--- src/rtl/fpga_tick_divider_if.sv ---
// Divisor update channel of fpga_tick_divider: one valid/ready pair per channel
// with the divisors packed side by side, channel c at [c*CntWidth +: CntWidth].
interface fpga_tick_divider_if #(
    parameter int NumChan  = 2,
    parameter int CntWidth = 16
);
    logic [NumChan*CntWidth-1:0] div_i;
    logic [NumChan-1:0]          div_valid_i;
    logic [NumChan-1:0]          div_ready_o;

    modport master (output div_i, output div_valid_i, input  div_ready_o);
    modport slave  (input  div_i, input  div_valid_i, output div_ready_o);
endinterface

--- src/rtl/fpga_tick_divider.sv ---
// Bank of NumChan programmable clock-enable dividers, each producing a square wave
// and a one-cycle tick per period; divisors change only at period boundaries.
//
// Per-channel update FSM:
//   state      | meaning
//   ST_READY   | no update held, div_ready_o=1, a legal divisor is taken as pending
//   ST_PENDING | accepted divisor waits for wrap, sync_i or disable before it is applied
module fpga_tick_divider #(
    parameter int NumChan    = 2,
    parameter int CntWidth   = 16,
    parameter int DefaultDiv = 50
) (
    input  logic                        clk_i,
    input  logic                        rst_i,
    input  logic [NumChan-1:0]          en_i,
    input  logic                        sync_i,
    fpga_tick_divider_if.slave          upd,
    output logic [NumChan*CntWidth-1:0] active_div_o,
    output logic [NumChan-1:0]          clk_o,
    output logic [NumChan-1:0]          tick_o,
    output logic [NumChan-1:0]          err_o
);

    typedef enum logic {
        ST_READY   = 1'b0,
        ST_PENDING = 1'b1
    } upd_state_e;

    localparam logic [CntWidth-1:0] ResetDiv = CntWidth'(DefaultDiv);
    localparam logic [CntWidth-1:0] MinDiv   = CntWidth'(2);
    localparam logic [CntWidth-1:0] One      = CntWidth'(1);

    logic [NumChan-1:0] ready_vec;

    assign upd.div_ready_o = ready_vec;

    for (genvar c = 0; c < NumChan; c++) begin : g_chan
        upd_state_e          state_q;
        upd_state_e          state_d;
        logic [CntWidth-1:0] cnt_q;
        logic [CntWidth-1:0] div_q;
        logic [CntWidth-1:0] pend_q;
        logic [CntWidth-1:0] div_new;
        logic                clk_q;
        logic                tick_q;
        logic                err_q;
        logic                ready;
        logic                en;
        logic                sync_ch;
        logic                wrap;
        logic                accept;
        logic                offer_bad;
        logic                apply;

        assign div_new   = upd.div_i[c*CntWidth +: CntWidth];
        assign en        = en_i[c];
        assign sync_ch   = sync_i & en;
        assign wrap      = (cnt_q == div_q - One);
        assign accept    = ready & upd.div_valid_i[c] & (div_new >= MinDiv);
        assign offer_bad = ready & upd.div_valid_i[c] & (div_new < MinDiv);
        // A disabled channel has no period boundary to wait for, so apply at once.
        assign apply     = (state_q == ST_PENDING) & (~en | sync_ch | wrap);

        always_ff @(posedge clk_i) begin
            if (rst_i) begin
                state_q <= ST_READY;
            end else begin
                state_q <= state_d;
            end
        end

        always_comb begin
            state_d = state_q;
            case (state_q)
                ST_READY:   if (accept) state_d = ST_PENDING;
                ST_PENDING: if (apply)  state_d = ST_READY;
                default:    state_d = ST_READY;
            endcase
        end

        always_comb begin
            ready = (state_q == ST_READY);
        end

        always_ff @(posedge clk_i) begin
            if (rst_i) begin
                cnt_q  <= '0;
                div_q  <= ResetDiv;
                pend_q <= '0;
                clk_q  <= 1'b0;
                tick_q <= 1'b0;
                err_q  <= 1'b0;
            end else begin
                if (~en || sync_ch || wrap) begin
                    cnt_q <= '0;
                end else begin
                    cnt_q <= cnt_q + One;
                end
                if (accept) begin
                    pend_q <= div_new;
                end
                if (apply) begin
                    div_q <= pend_q;
                end
                if (offer_bad) begin
                    err_q <= 1'b1;
                end
                // Outputs decode the current count against the divisor of this period.
                clk_q  <= en & (cnt_q < (div_q >> 1));
                tick_q <= en & wrap & ~sync_ch;
            end
        end

        assign ready_vec[c]                          = ready;
        assign active_div_o[c*CntWidth +: CntWidth] = div_q;
        assign clk_o[c]                              = clk_q;
        assign tick_o[c]                             = tick_q;
        assign err_o[c]                              = err_q;
    end

endmodule

--- src/flat_wrapper.sv ---
// flat-port wrapper written by rule: the top's interface ports become plain ports
module fpga_tick_divider_flat 
#(
    parameter int NumChan    = 2,
    parameter int CntWidth   = 16,
    parameter int DefaultDiv = 50
)
  (clk_i, rst_i, en_i, sync_i, active_div_o, clk_o, tick_o, err_o, upd_div_i, upd_div_valid_i, upd_div_ready_o);
  fpga_tick_divider_if #(.NumChan(NumChan), .CntWidth(CntWidth)) upd_i ();
  input  logic clk_i;
  input  logic rst_i;
  input  logic [NumChan-1:0] en_i;
  input  logic sync_i;
  output logic [NumChan*CntWidth-1:0] active_div_o;
  output logic [NumChan-1:0] clk_o;
  output logic [NumChan-1:0] tick_o;
  output logic [NumChan-1:0] err_o;
  input wire logic [$bits(upd_i.div_i)-1:0] upd_div_i;
  input wire logic [$bits(upd_i.div_valid_i)-1:0] upd_div_valid_i;
  output wire logic [$bits(upd_i.div_ready_o)-1:0] upd_div_ready_o;
  assign upd_i.div_i = upd_div_i;
  assign upd_i.div_valid_i = upd_div_valid_i;
  assign upd_div_ready_o = upd_i.div_ready_o;
  fpga_tick_divider #(.NumChan(NumChan), .CntWidth(CntWidth), .DefaultDiv(DefaultDiv)) u_core (.clk_i(clk_i), .rst_i(rst_i), .en_i(en_i), .sync_i(sync_i), .upd(upd_i), .active_div_o(active_div_o), .clk_o(clk_o), .tick_o(tick_o), .err_o(err_o));
endmodule
--- config.mk ---
export PLATFORM = sky130hd
export DESIGN_NAME = fpga_tick_divider_flat
export DESIGN_NICKNAME = d
export VERILOG_FILES = /design/src/rtl/fpga_tick_divider_if.sv /design/src/rtl/fpga_tick_divider.sv /design/src/flat_wrapper.sv
export SDC_FILE = /design/constraint.sdc
export NUM_CORES = 1
export LEC_CHECK = 0
export ABC_AREA = 1
export BUFFER_PORTS_ARGS = -buffer_cell sky130_fd_sc_hd__buf_2
export CAP_MARGIN = 25
export CORE_MARGIN = 5
export CORE_UTILIZATION = 40
export DETAILED_ROUTE_END_ITERATION = 8
export RECOVER_POWER = 100
export SYNTH_ARGS = -nofsm -noshare
export SYNTH_HDL_FRONTEND = slang
export SYNTH_SLANG_ARGS = --single-unit
--- constraint.sdc ---
create_clock -name clk_i -period 2.2 [get_ports clk_i]
set_clock_uncertainty 0.1 [all_clocks]
set_input_delay 0.22 -clock clk_i [delete_from_list [all_inputs] [get_ports clk_i]]
set_output_delay 0.22 -clock clk_i [all_outputs]
set_load 0.02 [all_outputs]
==> results of run 1 <==
## worst max-delay path, stage by stage (launching register included)
cell,delay [ns]
dfxtp_2,0.35
inv_2,0.05
ha_4,0.18
nand3_4,0.13
nor2_4,0.07
buf_4,0.12
nand2_1,0.04
nand2_1,0.04
nand2_1,0.08
nand2_1,0.06
nor2_1,0.11
nand2_1,0.09
o21ai_4,0.26
buf_6,0.15
nor2_4,0.04
inv_4,0.08
clkbuf_16,0.16
nor2_1,0.04
## through the flow
step	std cells	area, um2
2_1_floorplan	915	6402
3_3_place_gp	1254	7508
3_5_place_dp	1254	7508
4_1_cts	1292	8184
5_1_grt	1298	8547
6_report	1298	8547
## registers in the layout, summed over array words and instances (netlist names)
name                   count
u_core.g_chan.cnt_q       32
u_core.g_chan.err_q        2
u_core.g_chan.tick_q       2
u_core.g_chan.pend_q      32
u_core.g_chan.div_q       32
u_core.g_chan.state_q      2
u_core.g_chan.clk_q        2
## layout make-up
type,instances,share of cell area (%)
Tap cell,216,3.162
Clock inverter,7,0.6880
Multi-Input combinational cell,658,46.74
Inverter,117,5.255
Sequential cell,104,24.64
Timing Repair Buffer,187,16.88
Clock buffer,9,2.635
## cells by family (layout without fill, tap and decap cells)
logic type | count (synthesis) | after routing
AND/OR/NAND/NOR | 457 | 457
buffers and inverters | 153 | 320
AO/OA/AOI/OAI | 122 | 122
flip-flops | 104 | 104
XOR/XNOR | 47 | 47
adder cells (fa/ha/maj) | 32 | 32
## metal layers
metal	share of wire [%]	up-vias
met5	0	-
met4	2.2	0
met3	3.2	21
met2	44	98
met1	50	2802
li1	-	3263
## Yosys cell counts, types with 12 or more instances
cell	count
nand4_1	12
xor2_1	29
a21oi_1	68
nor2_2	21
ha_1	32
clkbuf_1	13
xnor2_1	17
nand3_1	85
o21ai_0	37
nand2_1	179
inv_1	108
dfxtp_1	104
nor2_1	101
nor2_4	16
## report_power, final
part | internal, mW | switching, mW | total, mW
logic | 0.470 | 0.633 | 1.10
registers | 1.98 | 0.0927 | 2.07
clock network | 0.790 | 0.784 | 1.57
total | 3.24 | 1.51 | 4.75
## timing repair
item | in CTS | in global routing
cloned | 4 | 1
buffers inserted | 19 | 7
pin swaps | 20 | 17
resized for setup | 44 | 84
hold buffers | 0 | 0
endpoints found under the hold margin | 0 | 0
endpoints found under the setup margin | 50 | 67
## worst paths after layout
check	end	slack, ns
min reg2reg	u_core.g_chan[0].pend_q[12]	0.35
max reg2reg	u_core.g_chan[1].cnt_q[0]	-0.08
min	u_core.g_chan[1].clk_q	0.02
max	u_core.g_chan[1].cnt_q[0]	-0.08
==> results.py, run 1 <==
metrics = {
    "status": {
        "status": "complete, but fails checks",
        "violations": "setup timing",
    },
    "finish": {
        "synthToLayoutAreaGrowth_pct": 33.63,
        "n_fill_cell": 1546,
        "drive_gt1_share_pct": 32.53,
        "antennaDiodeCount": 0,
        "fin_util_pct": 54.20,
        "num-nets-final": 1148,
        "multiInputGateArea_um2": 3995,
        "ff_latch_area_um2": 2106,
        "final_common_cell": "nand2_1",
        "final_cell_mix": "160 x nand2_1, 102 x inv_1, 89 x dfxtp_1",
    },
    "yosys": {
        "ys_warn_count": 0,
        "synthTopCellsByArea": "dfxtp_1 33%, nand2_1 11%, nand3_1 6.7%",
        "seq_area_frac_synth_pct": 32.55,
        "synth_fa_ha_area_share_pct": 6.260,
        "avgSynthCellArea_um2": 6.990,
        "synth-compound-area-share_pct": 10.47,
        "synth_flop_cell": "dfxtp_1",
        "synthSimpleGateAreaFrac_pct": 33.53,
        "synthMuxAreaShare_pct": 0,
        "syn_inst": 915,
        "synth.largest_area_cell": "dfxtp_1",
        "synth_nets": 986,
        "synth_edf_count": 0,
        "synth_seq_cells": 104,
        "synth_top_family_by_area": "simple AND/OR/NAND/NOR gates",
        "async_flop_share_pct": 0,
        "yosysTopAreaCellShare_pct": 32.55,
        "ys_types": 41,
        "synth_area_um2": 6396,
        "synth_xor_area_share_pct": 6.553,
    },
    "sta": {
        "whs_ns": 0.01991,
        "rsz0062_at_grt": "true",
        "setup-violations-final": 38,
        "hold_violations": 0,
        "setup_ws_ns": -0.08103,
        "slew_headroom_pct": 66.54,
        "fin_crit_sh_pct": 103.7,
        "min_period_ns": 2.281,
        "worst_pin_slew_ns": 0.4973,
        "fmax_mhz": 438.4,
        "maxSlewViolCount": 0,
        "tns_ns": -1.448,
    },
    "grt": {
        "antenna_found_initial": 0,
        "track_usage_pct": 19.43,
        "met2_usage_pct": 29.50,
        "grt_first_pass_wirelength_um": 28660,
        "grt_max_degree": 45,
        "top_usage_layer": "met2",
        "grt.met3_usage_pct": 2.369,
        "grt_pass1_vias": 5638,
        "overflow": 0,
        "met1_usage_pct": 28.10,
    },
    "setup_path": {
        "reg2reg_depth": 17,
        "crit_fanout": 8,
        "critPathCaptureType": "flop",
        "crit_start": "u_core.g_chan[1].div_q[1]",
        "crit_path_start_kind": "flop",
        "arrival_ns": 2.42,
        "required_ns": 2.34,
        "r2r-start": "u_core.g_chan[1].div_q[1]",
        "critPathKind": "reg2reg",
    },
    "cts": {
        "cts-buffers-inserted": 9,
        "insertion_delay_ns": 0.35,
        "cts_tree": "yes",
        "clock_path_buffers": 2,
        "cts_sinks": 104,
        "clock-root-buffer": "clkbuf_16",
        "htreeDepth": 3,
        "clk_pin_slew_ns": 0.07,
    },
    "drt": {
        "drt-total-wl_um": 17860,
        "via_per_inst": 4.764,
        "drtIter0Drc": 324,
        "drc": 0,
        "first_pass_iters": 4,
        "num_vias": 6184,
        "antenna_left": 0,
        "wl_per_cell_um": 13.76,
    },
    "worst_hold_path": {
        "min_from": "en_i[1]",
        "hold_path.class": "in2reg",
        "hold_depth": 3,
    },
    "power": {
        "power.density_nw_per_um2": 555.8,
        "peakVddDrop_mv": 0.3972,
        "power_mw": 4.750,
        "leakage_nw": 3.864,
    },
    "floorplan": {
        "fp.coreArea_um2": 15770,
        "fp.dieW_um": 136.5,
        "io_pins": 79,
        "num_rows": 46,
        "die_h_um": 136.5,
        "start_util_pct": 40.56,
        "die_area_um2": 18620,
    },
    "placement": {
        "gp_congestion": 0.8871,
        "portBuffers": 78,
        "dp_hpwl_um": 13660,
        "dp_worst_setup_slack_ns": -0.1035,
    },
    "job": {
        "timing.max_cap.violations": 0,
    },
}
No activity file was read; power rests on OpenSTA's default activity.
==> run 2: changes to the inputs <==
- BUFFER_PORTS_ARGS: -buffer_cell sky130_fd_sc_hd__buf_2 -> default
- DONT_BUFFER_PORTS: default -> 1
==> results.py, run 2 (synthesis gave the netlist of run 1 again) <==
metrics = {
    "placement": {
        "dp_hpwl_um": 13400,
        "portBuffers": 0,
        "dp.cells": 1202,
        "gp_congestion": 0.8267,
        "placed_area_um2": 7338,
    },
    "sta": {
        "rsz0062_at_grt": "true",
        "fin_crit_sh_pct": 100.6,
        "setup_ws_ns": -0.01346,
        "min_period_ns": 2.213,
        "maxSlewViolCount": 0,
        "setup-violations-final": 14,
        "worst_pin_slew_ns": 0.7820,
        "whs_ns": -0.1567,
        "slew_headroom_pct": 47.86,
        "hold_violations": 4,
        "fmax_mhz": 451.8,
    },
    "setup_path": {
        "critPathKind": "reg2reg",
        "slowest_stage": "dfxtp_2",
        "crit_family": "simple AND/OR/NAND/NOR gates",
        "critPathBufInv": 4,
        "crit_path_start_kind": "flop",
        "crit_fanout": 8,
        "reg2reg_depth": 15,
        "r2r-start": "u_core.g_chan[1].div_q[1]",
        "r2r_slack_ns": -0.01,
        "critPathCaptureType": "flop",
        "required_ns": 2.34,
        "arrival_ns": 2.35,
        "cp_cell_sequence": "inv_2, ha_4, nand3_4, nor2_4, nand2_1, nand3_2, nand3_1, nor2_1, nand2_1, o21ai_4, buf_12, nor2_4, inv_4, clkbuf_16, nor2_2",
        "slowest_delay_ns": 0.34,
        "regToRegEndpoint": "u_core.g_chan[1].cnt_q[8]",
    },
    "finish": {
        "drive_gt1_share_pct": 26.26,
        "antennaDiodeCount": 0,
        "n_fill_cell": 1531,
        "design_area_um2": 8447,
        "stdcell_count": 1267,
        "synthToLayoutAreaGrowth_pct": 32.06,
        "top_regs": "u_core.g_chan.cnt_q (32), u_core.g_chan.div_q (32), u_core.g_chan.pend_q (32)",
        "final_common_cell": "nand2_1",
        "num-nets-final": 1117,
        "fin_util_pct": 53.56,
        "final_cell_mix": "159 x nand2_1, 101 x inv_1, 90 x dfxtp_1",
    },
    "drt": {
        "first_pass_iters": 5,
        "antenna_left": 0,
        "drtIter0Drc": 307,
        "drt-total-wl_um": 18230,
        "drc": 0,
        "wl_per_cell_um": 14.39,
        "via_per_inst": 4.890,
        "num_vias": 6196,
    },
    "cts": {
        "cts_tree": "yes",
        "clock-root-buffer": "clkbuf_16",
        "clock_path_buffers": 2,
        "ctsHoldBuffers": 31,
        "cts_sinks": 104,
        "cts-buffers-inserted": 9,
        "insertion_delay_ns": 0.35,
        "clk_pin_slew_ns": 0.07,
        "htreeDepth": 3,
    },
    "grt": {
        "track_usage_pct": 19.13,
        "grt_pass1_vias": 5611,
        "grt_first_pass_wirelength_um": 28300,
        "antenna_found_initial": 0,
        "overflow": 0,
        "grt_max_degree": 36,
    },
    "floorplan": {
        "num_rows": 46,
        "die_h_um": 136.5,
        "io_pins": 79,
        "fp.dieW_um": 136.5,
        "start_util_pct": 40.56,
        "die_area_um2": 18620,
        "fp.coreArea_um2": 15770,
    },
    "power": {
        "leakage_nw": 3.639,
        "peakVddDrop_mv": 0.4212,
        "power.density_nw_per_um2": 555.0,
        "power_mw": 4.688,
    },
    "worst_hold_path": {
        "hold_depth": 1,
        "min_from": "rst_i",
        "hold_path.class": "in2reg",
        "worstHoldEndpoint": "u_core.g_chan[1].clk_q",
    },
    "status": {
        "violations": "hold timing, setup timing",
        "status": "complete, but fails checks",
    },
    "job": {
        "timing.max_cap.violations": 0,
    },
}
run 2: timing repair:
action	CTS	global route
gates resized for setup	31	88
pin swaps	12	41
hold endpoints to repair	34	4
endpoints found under the setup margin	59	67
setup buffers	7	8
cloned	1	3
run 2: worst reg2reg max path: stages, from the launching register on:
cell and delay (ns):
dfxtp_2 0.34, inv_2 0.07, ha_4 0.17, nand3_4 0.11, nor2_4 0.18, nand2_1 0.11
nand3_2 0.10, nand3_1 0.08, nor2_1 0.09, nand2_1 0.09, o21ai_4 0.21, buf_12 0.16
nor2_4 0.04, inv_4 0.06, clkbuf_16 0.16, nor2_2 0.03
run 2: per-layer routing:
layer  wire [um]  track usage (%)  part of all wire [%]  up-vias
li1            -                -                     -     3201
met1        8488            26.23                    47     2833
met2        8451            29.86                    46      137
met3         937            3.849                   5.1       25
met4         352            6.831                   1.9        0
met5           0                0                     0        -
run 2: how the worst max path moves through the flow:
| stage | from | to | slack, ns | depth (start not counted) |
|---|---|---|---|---|
| 5_1_grt | u_core.g_chan[1].div_q[1] | u_core.g_chan[1].cnt_q[5] | -0.18 | 14 |
| 3_3_place_gp | u_core.g_chan[1].div_q[0] | u_core.g_chan[1].div_q[9] | -0.05 | 14 |
| 2_1_floorplan | u_core.g_chan[0].div_q[0] | u_core.g_chan[0].cnt_q[4] | 0.03 | 14 |
| 3_5_place_dp | u_core.g_chan[1].div_q[0] | u_core.g_chan[1].div_q[8] | -0.09 | 14 |
| 4_1_cts | u_core.g_chan[1].div_q[0] | u_core.g_chan[1].div_q[0] | 0.003 | 17 |
| 6_report | u_core.g_chan[1].div_q[1] | u_core.g_chan[1].cnt_q[8] | -0.01 | 15 |
run 2: through the flow:
stage / setup WS (ns) / TNS, ns
floorplan: 0.02550 / 0
global placement: -0.04524 / -0.2341
detailed placement: -0.08796 / -1.488
CTS: 0.003383 / 0
global route: -0.1833 / -8.386
finish: -0.01346 / -0.1001
run 2: final cells by class:
type / count / area, um2 / share of cell area (%)
clock buffer: 11 / 252.7 / 2.992
tap: 216 / 270.3 / 3.200
sequential: 104 / 2102 / 24.89
multi-input combinational: 658 / 3983 / 47.15
inverter: 117 / 446.7 / 5.288
clock inverter: 5 / 31.28 / 0.3703
timing repair buffer: 156 / 1361 / 16.12
run 2: power by group:
group	total, mW	internal, mW	switching, mW
Combinational	1.06	0.449	0.613
Clock	1.55	0.826	0.722
Sequential	2.08	1.98	0.0950
Total	4.69	3.26	1.43
==> run 3: changes to the inputs <==
- ABC_AREA: 1 -> 0
==> results.py, run 3 <==
metrics = {
    "status": {
        "status": "complete, but fails checks",
        "violations": "setup timing",
    },
    "power": {
        "leakage_nw": 3.303,
        "peakVddDrop_mv": 0.5746,
        "power.density_nw_per_um2": 512.7,
    },
    "setup_path": {
        "critPathCaptureType": "flop",
        "crit_path_start_kind": "flop",
        "arrival_ns": 2.89,
        "critPathKind": "reg2reg",
        "crit_fanout": 8,
        "slowest_stage": "or4_4",
        "required_ns": 2.38,
        "slowest_delay_ns": 0.59,
        "cp_cell_sequence": "or4_4, nor4_4, xnor2_1, nor3b_2, nand2_1, o41ai_4, buf_4, clkbuf_16, mux2i_1",
    },
    "yosys": {
        "ys_warn_count": 0,
        "synth.largest_area_cell": "dfxtp_1",
        "synth_area_um2": 6284,
        "yosys-top-cells-count": "104 x dfxtp_1, 101 x nor2_1, 67 x mux2i_1",
        "ys_types": 63,
        "synthTopCellsByArea": "dfxtp_1 33%, mux2i_1 11%, ha_1 6.4%",
        "async_flop_share_pct": 0,
        "avgSynthCellArea_um2": 8.655,
        "syn_inst": 726,
        "yosysTopAreaCellShare_pct": 33.13,
        "synth_edf_count": 0,
        "synth_seq_cells": 104,
        "seq_area_frac_synth_pct": 33.13,
        "synth_nets": 797,
        "synth_most_common_cell": "dfxtp_1",
        "synth_flop_cell": "dfxtp_1",
    },
    "finish": {
        "top_regs": "u_core.g_chan.cnt_q (32), u_core.g_chan.div_q (32), u_core.g_chan.pend_q (32)",
        "final_cell_mix": "105 x buf_4, 93 x dfxtp_1, 74 x nor2_1",
        "synthToLayoutAreaGrowth_pct": 33.39,
        "stdcell_count": 1075,
        "num-nets-final": 930,
        "design_area_um2": 8382,
        "drive_gt1_share_pct": 25.81,
        "final_common_cell": "buf_4",
        "antennaDiodeCount": 0,
    },
    "worst_hold_path": {
        "hold_path.class": "in2reg",
    },
    "floorplan": {
        "die_area_um2": 18320,
        "die_h_um": 135.3,
        "num_rows": 45,
        "fp.coreArea_um2": 15310,
        "start_util_pct": 41.03,
        "io_pins": 79,
        "fp.dieW_um": 135.3,
    },
    "drt": {
        "drc": 0,
        "num_vias": 5637,
        "drt-total-wl_um": 18590,
        "drtIter0Drc": 333,
        "first_pass_iters": 5,
        "antenna_left": 0,
        "wl_per_cell_um": 17.29,
        "via_per_inst": 5.244,
    },
    "sta": {
        "slew_headroom_pct": 32.99,
        "hold_violations": 0,
        "maxSlewViolCount": 0,
        "min_period_ns": 2.713,
        "worst_pin_slew_ns": 1.005,
        "fin_crit_sh_pct": 123.3,
        "rsz0062_at_grt": "true",
        "setup_ws_ns": -0.5127,
        "setup-violations-final": 70,
        "fmax_mhz": 368.6,
    },
    "placement": {
        "placed_area_um2": 7422,
        "portBuffers": 0,
        "gp_congestion": 0.9185,
        "dp.cells": 1019,
        "dp_hpwl_um": 14170,
    },
    "cts": {
        "clk_pin_slew_ns": 0.08,
        "cts_sinks": 104,
        "clock-root-buffer": "clkbuf_16",
        "clock_path_buffers": 2,
        "cts_tree": "yes",
        "insertion_delay_ns": 0.35,
        "cts-buffers-inserted": 9,
        "htreeDepth": 3,
    },
    "grt": {
        "overflow": 0,
        "grt_first_pass_wirelength_um": 29480,
        "track_usage_pct": 20.14,
        "antenna_found_initial": 0,
        "grt_pass1_vias": 5536,
        "grt_max_degree": 102,
    },
    "job": {
        "timing.max_cap.violations": 0,
    },
}
-- run 3: cell types whose count changed after synthesis, moves of 21 or more --
| cell | previous run | this run |
|---|---|---|
| nand3_1 | 85 | 17 |
| inv_1 | 108 | 44 |
| mux2i_1 | 0 | 67 |
| a21oi_1 | 68 | 17 |
| nor2_2 | 21 | 0 |
| o21ai_0 | 37 | 13 |
| nand2_1 | 179 | 21 |
| nand2b_1 | 0 | 56 |
-- run 3: kinds of logic (layout without fill, tap and decap cells) --
family,Yosys count,in the layout,synth area share (%)
adder cells (fa/ha/maj),32,32,6.372
XOR/XNOR,60,60,8.363
flip-flops,104,104,33.13
buffers and inverters,86,224,6.272
multiplexers,68,68,10.85
AO/OA/AOI/OAI,89,89,10.33
AND/OR/NAND/NOR,287,287,24.67
-- run 3: worst paths after layout --
| path | startpoint | endpoint | slack [ns] | depth (start not counted) |
|---|---|---|---|---|
| worst max-delay path | u_core.g_chan[0].div_q[0] | u_core.g_chan[0].div_q[4] | -0.51 | 9 |
| worst min-delay path | rst_i | u_core.g_chan[1].tick_q | 0.02 | 2 |
| worst max register to register | u_core.g_chan[0].div_q[0] | u_core.g_chan[0].div_q[4] | -0.51 | 9 |
| worst min register to register | u_core.g_chan[0].pend_q[0] | u_core.g_chan[0].div_q[0] | 0.38 | 2 |
-- run 3: area by class of cell --
cell class                 count  area (um2)
clock buffer                  10       229.0
clock inverter                 6       62.56
fill                        1416        6933
inverter                      44       165.2
multi-input combinational    536        4146
sequential                   104        2108
tap                          211       264.0
timing repair buffer         164        1406
-- run 3: repair_timing --
item                                    4_1_cts  5_1_grt
endpoints found under the hold margin        70        0
endpoints found under the setup margin       70       70
cloned                                        1        1
setup buffers                                 0        4
hold buffers                                 35        0
pin swaps                                     9        7
resized for setup                            32       45
-- run 3: report_power, final --
group          switching [mW]  internal, mW  leakage (nW)
Combinational           0.356         0.341          2.31
Sequential             0.0560          1.94         0.848
Clock                   0.801         0.800         0.142
-- run 3: through the flow --
| step | util, % | setup TNS, ns | power (mW) | hold WS (ns) | worst slack, ns |
|---|---|---|---|---|---|
| 3_3_place_gp | 48.46 | -27.04 | 2.607 | 0.2004 | -0.5131 |
| 2_1_floorplan | - | -26.24 | 2.462 | 0.1985 | -0.7344 |
| 6_report | 54.73 | -29.75 | 4.298 | 0.02392 | -0.5127 |
| 5_1_grt | 54.73 | -36.60 | 4.474 | 0.02464 | -0.6174 |
| 3_5_place_dp | 48.46 | -31.50 | 2.618 | 0.2026 | -0.5629 |
| 4_1_cts | 53.75 | -28.97 | 4.320 | 0.002260 | -0.5080 |
-- run 3: critical path, delay by kind of cell, from the launching register on --
family          cells  cell delay [ns]
simple gates        4             1.28
flops               1             0.38
buf+inv             2             0.37
compound gates      1             0.21
mux                 1             0.17
xor+xnor            1             0.12
-- run 3: routing by layer --
| metal | up-vias | wire length (um) | global-route usage (%) |
|---|---|---|---|
| met5 | - | 0 | 0 |
| met4 | 0 | 283 | 5.375 |
| met3 | 21 | 1040 | 4.272 |
| met2 | 150 | 8411 | 31.28 |
| met1 | 2677 | 8854 | 28.34 |
| li1 | 2789 | - | - |
